$ cat src/rtl/friscv_icache_line_fetcher.sv
// Instruction cache refill and invalidation engine: fetches one line over an AXI4 INCR read burst
// and writes it to the line array, or walks every index clearing its set bit on a flush.
module friscv_icache_line_fetcher #(
  parameter int unsigned ADDR_W       = 32,
  parameter int unsigned XLEN         = 32,
  parameter int unsigned CACHE_LINE_W = 128,
  parameter int unsigned CACHE_DEPTH  = 512,
  parameter int unsigned AXI_ID_W     = 8,
  parameter logic [AXI_ID_W-1:0] AXI_ID = 8'h20
) (
  input  logic                    aclk,
  input  logic                    aresetn,
  input  logic                    srst,
  input  logic                    miss_valid,
  output logic                    miss_ready,
  input  logic [ADDR_W-1:0]       miss_addr,
  input  logic                    flush_req,
  output logic                    flush_done,
  output logic                    fill_done,
  output logic                    fill_err,
  output logic                    arvalid,
  input  logic                    arready,
  output logic [ADDR_W-1:0]       araddr,
  output logic [7:0]              arlen,
  output logic [2:0]              arsize,
  output logic [1:0]              arburst,
  output logic [AXI_ID_W-1:0]     arid,
  output logic [2:0]              arprot,
  input  logic                    rvalid,
  output logic                    rready,
  input  logic [AXI_ID_W-1:0]     rid,
  input  logic [1:0]              rresp,
  input  logic [XLEN-1:0]         rdata,
  input  logic                    rlast,
  output logic                    cache_wen,
  output logic [ADDR_W-1:0]       cache_waddr,
  output logic [CACHE_LINE_W-1:0] cache_wdata,
  output logic                    cache_flush
);

  localparam int unsigned BEATS    = CACHE_LINE_W / XLEN;
  localparam int unsigned BEAT_W   = $clog2(BEATS);
  localparam int unsigned INDEX_W  = $clog2(CACHE_DEPTH);
  localparam int unsigned OFFSET_W = $clog2(CACHE_LINE_W / 8);

  localparam logic [INDEX_W-1:0] IdxLast  = INDEX_W'(CACHE_DEPTH - 1);
  localparam logic [BEAT_W-1:0]  BeatLast = BEAT_W'(BEATS - 1);

  typedef enum logic [2:0] {StIdle, StFlush, StReq, StFill, StWrite} state_e;

  state_e              state_q;
  logic [INDEX_W-1:0]  idx_q;
  logic [BEAT_W-1:0]   beat_q;
  logic                err_q;
  logic [ADDR_W-1:0]   addr_q;

  logic [INDEX_W-1:0]  idx_nxt;
  logic [BEAT_W-1:0]   beat_nxt;
  logic                beat_ok;
  logic                beat_err;
  logic                unused_rlast;

  assign idx_nxt  = idx_q + 1'b1;
  assign beat_nxt = beat_q + 1'b1;
  // Beats tagged with a foreign ID belong to someone else and are dropped entirely.
  assign beat_ok  = rvalid && (rid == AXI_ID);
  assign beat_err = err_q || (rresp != 2'b00);
  // The burst length is fixed, so the beat counter alone ends the fill.
  assign unused_rlast = rlast;

  assign miss_ready = (state_q == StIdle) && !flush_req;
  assign arlen      = 8'(BEATS - 1);
  assign arsize     = 3'($clog2(XLEN / 8));
  assign arburst    = 2'b01;
  assign arid       = AXI_ID;
  assign arprot     = 3'b100;

  always_ff @(posedge aclk or negedge aresetn) begin
    if (!aresetn) begin
      state_q     <= StIdle;
      idx_q       <= '0;
      beat_q      <= '0;
      err_q       <= 1'b0;
      addr_q      <= '0;
      araddr      <= '0;
      arvalid     <= 1'b0;
      rready      <= 1'b0;
      cache_wen   <= 1'b0;
      cache_flush <= 1'b0;
      cache_waddr <= '0;
      cache_wdata <= '0;
      flush_done  <= 1'b0;
      fill_done   <= 1'b0;
      fill_err    <= 1'b0;
    end else if (srst) begin
      state_q     <= StIdle;
      idx_q       <= '0;
      beat_q      <= '0;
      err_q       <= 1'b0;
      addr_q      <= '0;
      araddr      <= '0;
      arvalid     <= 1'b0;
      rready      <= 1'b0;
      cache_wen   <= 1'b0;
      cache_flush <= 1'b0;
      cache_waddr <= '0;
      cache_wdata <= '0;
      flush_done  <= 1'b0;
      fill_done   <= 1'b0;
      fill_err    <= 1'b0;
    end else begin
      flush_done <= 1'b0;
      fill_done  <= 1'b0;
      fill_err   <= 1'b0;
      unique case (state_q)
        StIdle: begin
          cache_wen   <= 1'b0;
          cache_flush <= 1'b0;
          if (flush_req) begin
            state_q     <= StFlush;
            idx_q       <= '0;
            cache_wen   <= 1'b1;
            cache_flush <= 1'b1;
            cache_waddr <= '0;
            cache_wdata <= '0;
          end else if (miss_valid) begin
            state_q <= StReq;
            addr_q  <= miss_addr;
            araddr  <= {miss_addr[ADDR_W-1:OFFSET_W], {OFFSET_W{1'b0}}};
            arvalid <= 1'b1;
          end
        end
        StFlush: begin
          if (idx_q == IdxLast) begin
            state_q     <= StIdle;
            idx_q       <= '0;
            cache_wen   <= 1'b0;
            cache_flush <= 1'b0;
          end else begin
            idx_q       <= idx_nxt;
            cache_waddr <= ADDR_W'(idx_nxt) << BEAT_W;
            flush_done  <= (idx_nxt == IdxLast);
          end
        end
        StReq: begin
          if (arready) begin
            state_q <= StFill;
            arvalid <= 1'b0;
            rready  <= 1'b1;
            beat_q  <= '0;
          end
        end
        StFill: begin
          if (beat_ok) begin
            cache_wdata[beat_q*XLEN +: XLEN] <= rdata;
            beat_q <= beat_nxt;
            if (rresp != 2'b00) begin
              err_q <= 1'b1;
            end
            if (beat_q == BeatLast) begin
              state_q     <= StWrite;
              rready      <= 1'b0;
              cache_wen   <= !beat_err;
              cache_flush <= 1'b0;
              cache_waddr <= addr_q;
              fill_done   <= 1'b1;
              fill_err    <= beat_err;
            end
          end
        end
        StWrite: begin
          state_q   <= StIdle;
          cache_wen <= 1'b0;
          err_q     <= 1'b0;
        end
        default: begin
          state_q <= StIdle;
        end
      endcase
    end
  end

endmodule

$ cat config.mk
export PLATFORM = sky130hd
export DESIGN_NAME = friscv_icache_line_fetcher
export DESIGN_NICKNAME = d
export VERILOG_FILES = /design/src/rtl/friscv_icache_line_fetcher.sv
export SDC_FILE = /design/constraint.sdc
export NUM_CORES = 1
export LEC_CHECK = 0
export CORE_ASPECT_RATIO = 1.75
export CORE_MARGIN = 4
export CORE_UTILIZATION = 40
export CTS_CLUSTER_SIZE = 10
export DETAILED_ROUTE_END_ITERATION = 7
export GPL_TIMING_DRIVEN = 1
export PLACE_DENSITY = 0.81
export SETUP_SLACK_MARGIN = 0.05
export SYNTH_ARGS = -nofsm -noshare
export SYNTH_HDL_FRONTEND = slang
export SYNTH_SLANG_ARGS = --single-unit
$ cat constraint.sdc
create_clock -name aclk -period 2.9 [get_ports aclk]
set_input_delay 0.725 -clock aclk [delete_from_list [all_inputs] [get_ports aclk]]
set_output_delay 0.725 -clock aclk [all_outputs]
set_load 0.05 [all_outputs]
**Word-level counts from Yosys, hierarchy flattened**

Cells that the tools add are included.

- Register bits: 246
- Latch bits: 0
- Memory bits (writable): 0
- Bits in read-only memories: 0
- Logic and storage cells: 134
- Memories kept: 0

- Add/subtract/negate cells: 3
- Multiply operators: 0
- Div/mod/pow operators: 0
- $lt $le $gt $ge: 0
- Equal/unequal tests: 19
- Shifts and indexed selects: 2
- Muxes and demuxes: 68
- Bitwise logic cells: 0
- Reduce and logical (&&, ||, !) cells: 27

Operator list:

| kind | count |
|---|---|
| 32-bit 2-to-1 mux | 13 |
| 128-bit 2-to-1 mux | 3 |
| 128-bit one-hot mux with 2 select lines | 1 |
| 128-bit bitwise mux | 1 |
| 32-bit by 34-bit variable shift with 128-bit output (first input constant) | 1 |
| 32-bit by 34-bit indexed part select with 128-bit output | 1 |
| 32-bit one-hot mux with 3 select lines | 1 |
| 7-bit negator with 34-bit output | 1 |
| 1-bit 2-to-1 mux | 28 |
| 9-bit 2-to-1 mux | 3 |
| 3-bit != test (second input constant) | 9 |
| 3-bit 2-to-1 mux | 7 |
| 9-bit == test (second input constant) | 2 |
| 9-bit one-hot mux with 2 select lines | 1 |
| 4-bit AND reduction | 4 |
| 3-bit nonzero test | 5 |
| 3-bit one-hot mux with 4 select lines | 1 |
| 3-bit AND reduction | 4 |
| 5-bit AND reduction | 2 |
| 9-bit by 1-bit adder with 9-bit output (second input constant) | 1 |
| 8-bit by 6-bit == test with 1-bit output (second input constant) | 1 |
| 3-bit by 2-bit == test with 1-bit output (second input constant) | 2 |
| 2-bit 2-to-1 mux | 3 |
| 1-bit one-hot mux with 2 select lines | 3 |
| 17 further kinds | 21 |

**Longest topological paths before layout**

Gate-level depths: netlist of the first run.

- Depth after elaboration: 7
- Gate-level depth with buffers: 11

**Worst setup path before layout of the first run**

Ideal clock, no wire load.

- Kind: input to register
- Start: input flush_req
- End: register addr_q[1]
- Arrival time: 3.293 ns
- Required time: 2.756 ns
- Slack: -0.537 ns
- Cell stages on the path: 5
- Buffers on the path: 1
- Path through: nor4_1 > a21oi_1 > clkbuf_1 > nand2_1 > o21ai_0

- Cells in the longest elaborated chain, start to end: 2

Ends and longest elaborated chain:

| what | RTL line | RTL |
|---|---|---|
| start: declaration | 17 | `input logic flush_req,` |
| 2-bit != test (no line) | n/a |  |
| 3-bit AND reduction (no line) | n/a |  |
| end signal: assignment | 128 | `addr_q <= miss_addr;` |
| end: declaration | 55 | `logic [ADDR_W-1:0] addr_q;` |

Every way passes these cells.
A chain may end at the register's enable or synchronous reset.

**Worst setup path in the final report of the first run**

- Start: input flush_req
- End: output miss_ready

- Cells in the longest elaborated chain, start to end: 2

Ends and longest elaborated chain:

| what | RTL line | RTL |
|---|---|---|
| 1-bit logical NOT | 71 | `assign miss_ready = (state_q == StIdle) && !flush_req;` |
| 1-bit logical AND | 71 |  |
| end: declaration | 15 | `output logic miss_ready,` |

Every way passes these cells.

==> impl_metrics.py, run 1 <==
metrics = {
    "die": {
        "die_h_um": 210,
        "initial_core_util_pct": 40.7,
        "core-area_um2": 22800,
        "num_rows": 73,
        "dieArea_um2": 25800,
        "die_w_um": 123,
        "ios": 306,
    },
    "yosys": {
        "yosysUniqueCellTypes": 54,
        "synth_fa_ha_area_share_pct": 0.942,
        "postSynthCellCount": 861,
        "async_flop_share_pct": 100,
        "synth_area_um2": 9300,
        "synth_mux_area_share_pct": 3.85,
        "yosys_register_bits": 214,
        "synth_compound_area_share_pct": 16.0,
        "synth_top_family_by_area": "compound AO/OA/AOI/OAI gates",
        "synthXorXnorAreaFrac_pct": 0.471,
        "yosys_warnings": 0,
        "seq_area_frac_synth_pct": 57.6,
        "yosys_most_used_dff": "dfrtp_1",
        "ys_top_cells_by_area": "dfrtp_1 58%, a22o_1 9.2%, nand2_1 5.8%",
        "avgSynthCellArea_um2": 10.8,
        "synth_top_area_share_pct": 57.6,
        "synth-edff-count": 0,
        "synthSimpleGateAreaFrac_pct": 12.6,
        "synth_area_leader_cell": "dfrtp_1",
    },
    "global_route": {
        "grt_remaining_overflow": 0,
        "grt_util_all_layers_pct": 20.1,
        "grt_max_degree": 69,
        "antenna_found_initial": 0,
        "grt_pass1_wl_um": 41400,
        "first_global_vias": 7747,
    },
    "place": {
        "globalplace.congestion": 0.873,
        "numPortBuffers": 276,
        "dpl.hpwl_um": 18500,
        "placed_area_um2": 12300,
        "dp_cells": 1384,
    },
    "critical_path": {
        "crit_arrival_ns": 1.93,
        "path_class": "in2out",
        "worstPathRequired_ns": 2.17,
        "worstPathMaxFanout": 5,
        "worst-path-buf-inv": 3,
        "reg2reg_slack_ns": 0.28,
        "cp-startpoint": "flush_req",
        "cp_slowest_stage_delay_ns": 0.45,
        "reg2reg_from": "idx_q[1]",
        "critPathLaunchType": "primary input",
        "crit_family": "buffers and inverters",
        "endpoint_kind": "output port",
        "crit_chain": "clkdlybuf4s50_1, buf_4, nor4_2, buf_12",
        "slowest_stage": "clkdlybuf4s50_1",
    },
    "timing": {
        "maxSlewViolCount": 0,
        "finalSetupViolCount": 0,
        "timing.hold.ws_ns": 0.213,
        "rsz0062_at_grt": "false",
        "setup_tns_ns": 0,
        "min_period_ns": 2.66,
        "tightest_slew_ns": 0.607,
        "period_share_pct": 91.6,
        "hold_viol": 0,
        "clock_skew_ns": 0.0143,
        "fmax_ghz": 0.376,
        "max_slew_margin_pct": 59.4,
    },
    "power_and_ir_drop": {
        "leakage_nw": 5.65,
        "vdd_ir_drop_max_mv": 0.418,
        "powerDensity_nw_per_um2": 554,
    },
    "clock_network": {
        "root_buffer": "clkbuf_16",
        "cts_tree": "yes",
        "clk_pin_slew_worst_paths_ns": 0.06,
        "clk_latency_ns": 0.52,
        "clock-sinks": 214,
        "htreeDepth": 1,
        "clockBufferDepth": 3,
        "cts_hold_buf": 0,
        "cts_buffers": 25,
    },
    "route": {
        "drtPass1Iterations": 5,
        "vias": 7412,
        "drt_iter0_drc": 516,
        "drc": 0,
        "antenna_left": 0,
        "wl_per_cell_um": 18.4,
        "wl_um": 26100,
        "detail_route.vias_per_cell": 5.24,
    },
    "final_layout": {
        "final_common_cell": "clkdlybuf4s50_1",
        "design_area_um2": 13000,
        "antenna_cells": 0,
        "fin_cells": 1415,
        "final_cell_mix": "273 x clkdlybuf4s50_1, 214 x dfrtp_1, 143 x nand2_1",
        "drive_gt1_share_pct": 8.16,
        "synthToLayoutAreaGrowth_pct": 39.8,
        "fin_util_pct": 57.0,
        "nets": 1203,
    },
    "hold_path": {
        "hp-class": "in2async",
    },
    "run": {
        "cap_viol_max_count": 0,
    },
    "outcome": {
        "status": "complete, no violations",
    },
}
## state kept, by name (all words and copies together), names as in the netlist
signal / count
beat_q: 2
flush_done: 1
err_q: 1
cache_wdata: 128
cache_flush: 1
araddr: 1
idx_q: 9
fill_err: 1
cache_wen: 1
arvalid: 1
rready: 1
cache_waddr: 32
addr_q: 31
fill_done: 1
state_q: 3
## metrics by stage
stage / worst slack, ns / total power [mW]
2_1_floorplan: 0.237 / 4.08
3_3_place_gp: 0.0328 / 4.56
3_5_place_dp: -0.0179 / 4.59
4_1_cts: 0.172 / 7.28
5_1_grt: 0.0553 / 7.47
6_report: 0.244 / 7.21
## cells in the mapped netlist, types with 2 or more instances
library cell / count
o31ai_1: 3
a31oi_1: 5
a21oi_1: 10
or4_1: 2
nand2b_1: 36
ha_1: 7
or2_2: 3
mux2_2: 2
buf_2: 28
o21ai_1: 5
nand3_1: 9
and4_1: 2
xor2_1: 2
nand2_1: 143
inv_1: 33
xnor2_1: 3
o21ai_0: 81
nor3_1: 6
a21o_1: 2
o41ai_1: 2
a22o_1: 98
and3_1: 4
nor3b_1: 2
nor4_1: 2
nor2b_1: 2
buf_1: 4
dfrtp_1: 214
nor2_1: 21
mux2_4: 7
conb_1: 2
mux2i_1: 23
clkbuf_1: 20
nand3b_1: 2
buf_4: 56
## routing by layer
| metal | vias to the layer above | share of wire [%] | track usage (%) |
|---|---|---|---|
| met5 | - | 0 | 0 |
| met4 | 0 | 4.1 | 9.02 |
| met3 | 69 | 7.3 | 3.69 |
| met2 | 322 | 54 | 37.1 |
| met1 | 3654 | 35 | 21.7 |
| li1 | 3367 | - | - |
## path summary, 6_finish.rpt
path / to / cells past startpoint
setup / recovery: miss_ready / 4
hold / removal: cache_wdata[89] / 1
setup reg to reg: cache_waddr[25] / 11
hold reg to reg: cache_wdata[111] / 2
max in group asynchronous: cache_wdata[6] / 2
min in group aclk: cache_wdata[111] / 2
## final cells by class
class	instances	area, µm²
Inverter	33	124
Timing Repair Buffer	309	3190
Tap cell	300	375
Sequential cell	214	5360
Clock buffer	25	626
Fill cell	1884	9830
Clock inverter	3	18.8
Multi-Input combinational cell	531	3310
## kinds of logic after synthesis
family	after synthesis
compound gates	213
xor+xnor	5
fa+ha+maj	7
buf+inv	142
flops	214
mux	32
other cells	2
simple gates	246
## power by group
| part | total (mW) | switching, mW | internal, mW |
|---|---|---|---|
| clock | 2.65 | 1.14 | 1.52 |
| sequential | 3.15 | 0.0798 | 3.07 |
| combinational | 1.40 | 0.912 | 0.489 |
| total | 7.21 | 2.13 | 5.08 |
## repair_timing
| item | in CTS | in global routing |
|---|---|---|
| pin swaps | 1 | 1 |
| buffers inserted | 2 | 1 |
| setup endpoints to repair | 16 | 32 |
| cloned | 0 | 0 |
| gates resized for setup | 0 | 2 |
(Power assumes the default switching activity.)
==> run 2, diff against run 1 <==
PLACE_DENSITY = 0.71   (was 0.81)
==> impl_metrics.py, run 2 (synthesis gave the netlist of run 1 again) <==
metrics = {
    "power_and_ir_drop": {
        "vdd_ir_drop_max_mv": 0.462,
        "leakage_nw": 5.68,
        "p_seq_share_pct": 43.8,
        "p_clk_share_pct": 36.7,
        "powerDensity_nw_per_um2": 553,
        "swShare_pct": 29.4,
        "p_switching_mw": 2.12,
        "p_int_mw": 5.09,
        "finalPower_mw": 7.21,
        "power_frac_comb_pct": 19.5,
    },
    "critical_path": {
        "crit_arrival_ns": 2.01,
        "slowest_stage": "clkdlybuf4s50_1",
        "path_class": "in2out",
        "critPathLaunchType": "primary input",
        "cp_slowest_stage_delay_ns": 0.45,
        "worstPathMaxFanout": 5,
        "cp_common_cell": "buf_4",
        "crit_chain": "clkdlybuf4s50_1, buf_4, nor4_2, buf_4, buf_12",
        "endpoint_kind": "output port",
        "reg2reg_slack_ns": 0.23,
        "worstPathRequired_ns": 2.17,
    },
    "clock_network": {
        "clk_pin_slew_worst_paths_ns": 0.06,
        "clock-sinks": 214,
        "cts_buffers": 25,
        "clk_latency_ns": 0.53,
        "clockBufferDepth": 3,
        "root_buffer": "clkbuf_16",
        "htreeDepth": 1,
        "cts_tree": "yes",
    },
    "global_route": {
        "grt_remaining_overflow": 0,
        "grt_util_all_layers_pct": 19.9,
        "first_global_vias": 7564,
        "grt_max_degree": 71,
        "antenna_found_initial": 0,
        "grt_pass1_wl_um": 41100,
    },
    "timing": {
        "clock_skew_ns": 0.0180,
        "rsz0062_at_grt": "false",
        "setup_ws_ns": 0.167,
        "max_slew_margin_pct": 59.4,
        "hold_viol": 0,
        "setup_tns_ns": 0,
        "maxSlewViolCount": 0,
        "finalSetupViolCount": 0,
        "min_period_ns": 2.73,
        "timing.hold.ws_ns": 0.221,
        "period_share_pct": 94.2,
        "fmax_ghz": 0.366,
        "tightest_slew_ns": 0.607,
    },
    "final_layout": {
        "antenna_cells": 0,
        "synthToLayoutAreaGrowth_pct": 40.2,
        "fin_cells": 1421,
        "reg_top3": "cache_wdata: 128 flops, cache_waddr: 32 flops, addr_q: 31 flops",
        "design_area_um2": 13000,
        "top_register": "cache_wdata",
        "final_common_cell": "clkdlybuf4s50_1",
        "final_cell_mix": "273 x clkdlybuf4s50_1, 214 x dfrtp_1, 143 x nand2_1",
        "nFillCells": 1886,
        "drive_gt1_share_pct": 8.56,
        "fin_util_pct": 57.1,
        "nets": 1210,
        "largest_reg_flops": 128,
    },
    "route": {
        "vias": 7284,
        "wl_per_cell_um": 18.1,
        "detail_route.vias_per_cell": 5.13,
        "antenna_left": 0,
        "drtPass1Iterations": 4,
        "drc": 0,
        "wl_um": 25800,
        "drt_iter0_drc": 362,
    },
    "die": {
        "die_h_um": 210,
        "core-area_um2": 22800,
        "initial_core_util_pct": 40.7,
        "dieArea_um2": 25800,
        "die_w_um": 123,
        "ios": 306,
        "num_rows": 73,
    },
    "place": {
        "placed_area_um2": 12400,
        "dpl_worst_slack_ns": 0.0545,
        "numPortBuffers": 276,
        "dp_cells": 1390,
        "dpl.hpwl_um": 18300,
        "globalplace.congestion": 0.900,
    },
    "run": {
        "cap_viol_max_count": 0,
    },
    "hold_path": {
        "hp-class": "in2async",
    },
    "outcome": {
        "status": "complete, no violations",
    },
}
-- run 2: cell count changes in the layout (fill, tap and decap cells not counted), sizes merged --
| cell | delta |
|---|---|
| clkinv | -1 |
| buf | +7 |
-- run 2: path summary, 6_finish.rpt --
path / from / endpoint / cells after the start
min in group aclk: cache_wdata[118] / cache_wdata[118] / 2
max in group asynchronous: aresetn / cache_wdata[41] / 2
hold reg to reg: cache_wdata[118] / cache_wdata[118] / 2
setup / recovery: flush_req / miss_ready / 5
setup reg to reg: idx_q[1] / cache_waddr[5] / 12
hold / removal: aresetn / cache_waddr[5] / 1
-- run 2: area by class of cell --
class                           count  area, µm²  area share [%]
Sequential cell                   214       5360            41.1
Inverter                           33        124           0.950
Clock buffer                       25        626            4.80
Clock inverter                      2       17.5           0.134
Timing Repair Buffer              316       3230            24.8
Multi-Input combinational cell    531       3310            25.4
Tap cell                          300        375            2.88
-- run 2: power by group through the flow --
stage,registers [mW],clock network (mW),logic (mW)
floorplan,3.26,0,0.815
global placement,3.20,0,1.38
detailed placement,3.21,0,1.39
CTS,3.15,2.72,1.42
global route,3.17,2.82,1.51
finish,3.16,2.65,1.41
-- run 2: timing repair --
action,in CTS,in global routing
hold buffers,0,0
resized for setup,0,1
endpoints found under the setup margin,2,25
setup buffers,2,2
pin swaps,1,0
-- run 2: critical path: cells and delay by family --
| family | cells | cell delay, ns |
|---|---|---|
| and+or+nand+nor | 1 | 0.31 |
| buffers and inverters | 4 | 0.98 |
-- run 2: metal layers --
layer  part of all wire (%)  GRT usage (%)
met5                      0              0
met4                    3.9           8.34
met3                    6.9           3.77
met2                     53           36.1
met1                     36           22.3
==> run 3, diff against run 2 <==
ABC_AREA = 1   (was default)
PLACE_DENSITY = 0.69   (was 0.71)
==> impl_metrics.py, run 3 <==
metrics = {
    "final_layout": {
        "multiInputGateArea_um2": 4180,
        "fin_cells": 1880,
        "nFillCells": 2414,
        "largest_reg_flops": 128,
        "drive_gt1_share_pct": 4.87,
        "final_common_cell": "nand2_1",
        "design_area_um2": 13900,
        "top_register": "cache_wdata",
        "final_cell_mix": "455 x nand2_1, 274 x clkdlybuf4s50_1, 214 x dfrtp_1",
        "reg_top3": "cache_wdata: 128 flops, cache_waddr: 32 flops, addr_q: 31 flops",
        "regArea_um2": 5360,
        "synthToLayoutAreaGrowth_pct": 32.5,
        "nets": 1648,
    },
    "timing": {
        "clock_skew_ns": 0.0219,
        "timing.hold.ws_ns": 0.0617,
        "min_period_ns": 2.66,
        "finalSetupViolCount": 0,
        "setup_tns_ns": 0,
        "fmax_ghz": 0.376,
        "max_slew_margin_pct": 18.1,
        "hold_viol": 0,
        "maxSlewViolCount": 0,
        "tightest_slew_ns": 1.23,
        "rsz0062_at_grt": "false",
        "period_share_pct": 91.7,
    },
    "route": {
        "drtPass1Iterations": 5,
        "wl_um": 32400,
        "wl_per_cell_um": 17.2,
        "vias": 9523,
        "detail_route.vias_per_cell": 5.07,
        "drt_iter0_drc": 475,
        "drc": 0,
        "antenna_left": 0,
    },
    "run": {
        "cap_viol_max_count": 0,
    },
    "critical_path": {
        "cp-startpoint": "state_q[0]",
        "endpoint_kind": "output port",
        "critPathLaunchType": "flip-flop",
        "cp_common_cell": "nor2_1",
        "reg2reg_from": "idx_q[1]",
        "slowest_stage": "dfrtp_1",
        "path_class": "reg2out",
        "worstPathRequired_ns": 2.17,
        "crit_family": "simple AND/OR/NAND/NOR gates",
        "cp_slowest_stage_delay_ns": 0.45,
        "worst-path-buf-inv": 1,
        "worstPathMaxFanout": 7,
        "crit_chain": "nor2_1, nand2_1, nor2_1, buf_12",
        "crit_arrival_ns": 1.93,
    },
    "power_and_ir_drop": {
        "powerDensity_nw_per_um2": 652,
        "vdd_ir_drop_max_mv": 0.518,
        "finalPower_mw": 9.06,
        "leakage_nw": 6.30,
    },
    "yosys": {
        "postSynthCellCount": 1342,
        "yosys_warnings": 0,
        "synth_area_um2": 10500,
        "synth_top_area_share_pct": 51.0,
        "synth_common_cells": "455 x nand2_1, 214 x dfrtp_1, 139 x nand3_1",
        "synth-edff-count": 0,
        "yosysUniqueCellTypes": 35,
        "yosys_register_bits": 214,
        "avgSynthCellArea_um2": 7.82,
        "seq_area_frac_synth_pct": 51.0,
        "yosys_most_used_dff": "dfrtp_1",
        "synthMostInstantiatedCell": "nand2_1",
        "ys_top_cells_by_area": "dfrtp_1 51%, nand2_1 16%, nand3_1 6.6%",
        "synth_area_leader_cell": "dfrtp_1",
        "async_flop_share_pct": 100,
    },
    "clock_network": {
        "clk_pin_slew_worst_paths_ns": 0.06,
        "clock-sinks": 214,
        "clockBufferDepth": 3,
        "clk_latency_ns": 0.53,
        "cts_setup_buffers": 0,
        "htreeDepth": 1,
        "cts_tree": "yes",
        "cts_buffers": 25,
        "cts_resized": 0,
        "cts_hold_buf": 0,
        "root_buffer": "clkbuf_16",
    },
    "global_route": {
        "first_global_vias": 9395,
        "antenna_found_initial": 1,
        "grt_remaining_overflow": 0,
        "grt_max_degree": 74,
        "grt_util_all_layers_pct": 22.0,
        "grt_pass1_wl_um": 50800,
    },
    "die": {
        "initial_core_util_pct": 40.6,
        "core-area_um2": 25900,
        "ios": 306,
        "die_h_um": 222,
        "dieArea_um2": 29000,
        "die_w_um": 130,
        "num_rows": 78,
    },
    "place": {
        "dp_cells": 1852,
        "placed_area_um2": 13300,
        "numPortBuffers": 276,
        "globalplace.congestion": 0.875,
        "dpl.hpwl_um": 23400,
    },
    "hold_path": {
        "hp-class": "in2async",
    },
    "outcome": {
        "status": "complete, no violations",
    },
}
-- run 3: path summary, 6_finish.rpt --
check	endpoint	slack, ns	cells past startpoint
max reg2reg	cache_waddr[25]	0.53	15
min in group aclk	cache_wdata[111]	0.47	2
max	miss_ready	0.24	4
max in group asynchronous	cache_wdata[66]	2.00	2
min	cache_wdata[33]	0.06	1
min reg2reg	cache_wdata[111]	0.47	2
-- run 3: metrics by stage --
stage	worst slack (ns)	utilization (%)
2_1_floorplan	0.706	-
3_3_place_gp	0.103	51.3
3_5_place_dp	0.0571	51.3
4_1_cts	0.224	53.7
5_1_grt	0.146	53.7
6_report	0.240	53.7
-- run 3: cell families (layout without fill, tap and decap cells) --
kind of cell,Yosys count,in the layout,synth area share [%]
xor+xnor,1,1,0.0835
fa+ha+maj,7,7,0.835
flops,214,214,51.0
buf+inv,209,400,10.2
compound gates,135,135,6.77
other cells,2,29,0.0716
simple gates,774,774,31.0
-- run 3: per-layer routing --
layer / vias to the layer above / track usage, % / wire, µm
li1: 4632 / - / -
met1: 4482 / 25.5 / 12000
met4: 0 / 8.67 / 1360
met2: 340 / 39.2 / 16800
met5: - / 0 / 0
met3: 69 / 4.23 / 2210
-- run 3: final cells by class --
| type | count | area share [%] |
|---|---|---|
| Tap cell | 320 | 2.88 |
| Antenna cell | 1 | 0.0180 |
| Multi-Input combinational cell | 945 | 30.1 |
| Inverter | 69 | 1.86 |
| Sequential cell | 214 | 38.5 |
| Clock buffer | 26 | 4.53 |
| Timing Repair Buffer | 304 | 22.0 |
| Clock inverter | 1 | 0.0540 |
-- run 3: worst reg2reg max path, delay by kind of cell, from the launching register on --
kind	cells	cell delay [ns]
AO/OA/AOI/OAI	1	0.09
adder cells (fa/ha/maj)	2	0.39
buffers and inverters	2	0.26
flip-flops	1	0.42
AND/OR/NAND/NOR	10	1.11
-- run 3: where the power goes --
part	switching [mW]	total, mW	internal, mW
clock network	1.15	2.66	1.51
registers	0.150	3.33	3.18
logic	2.24	3.07	0.827
total	3.54	9.06	5.52
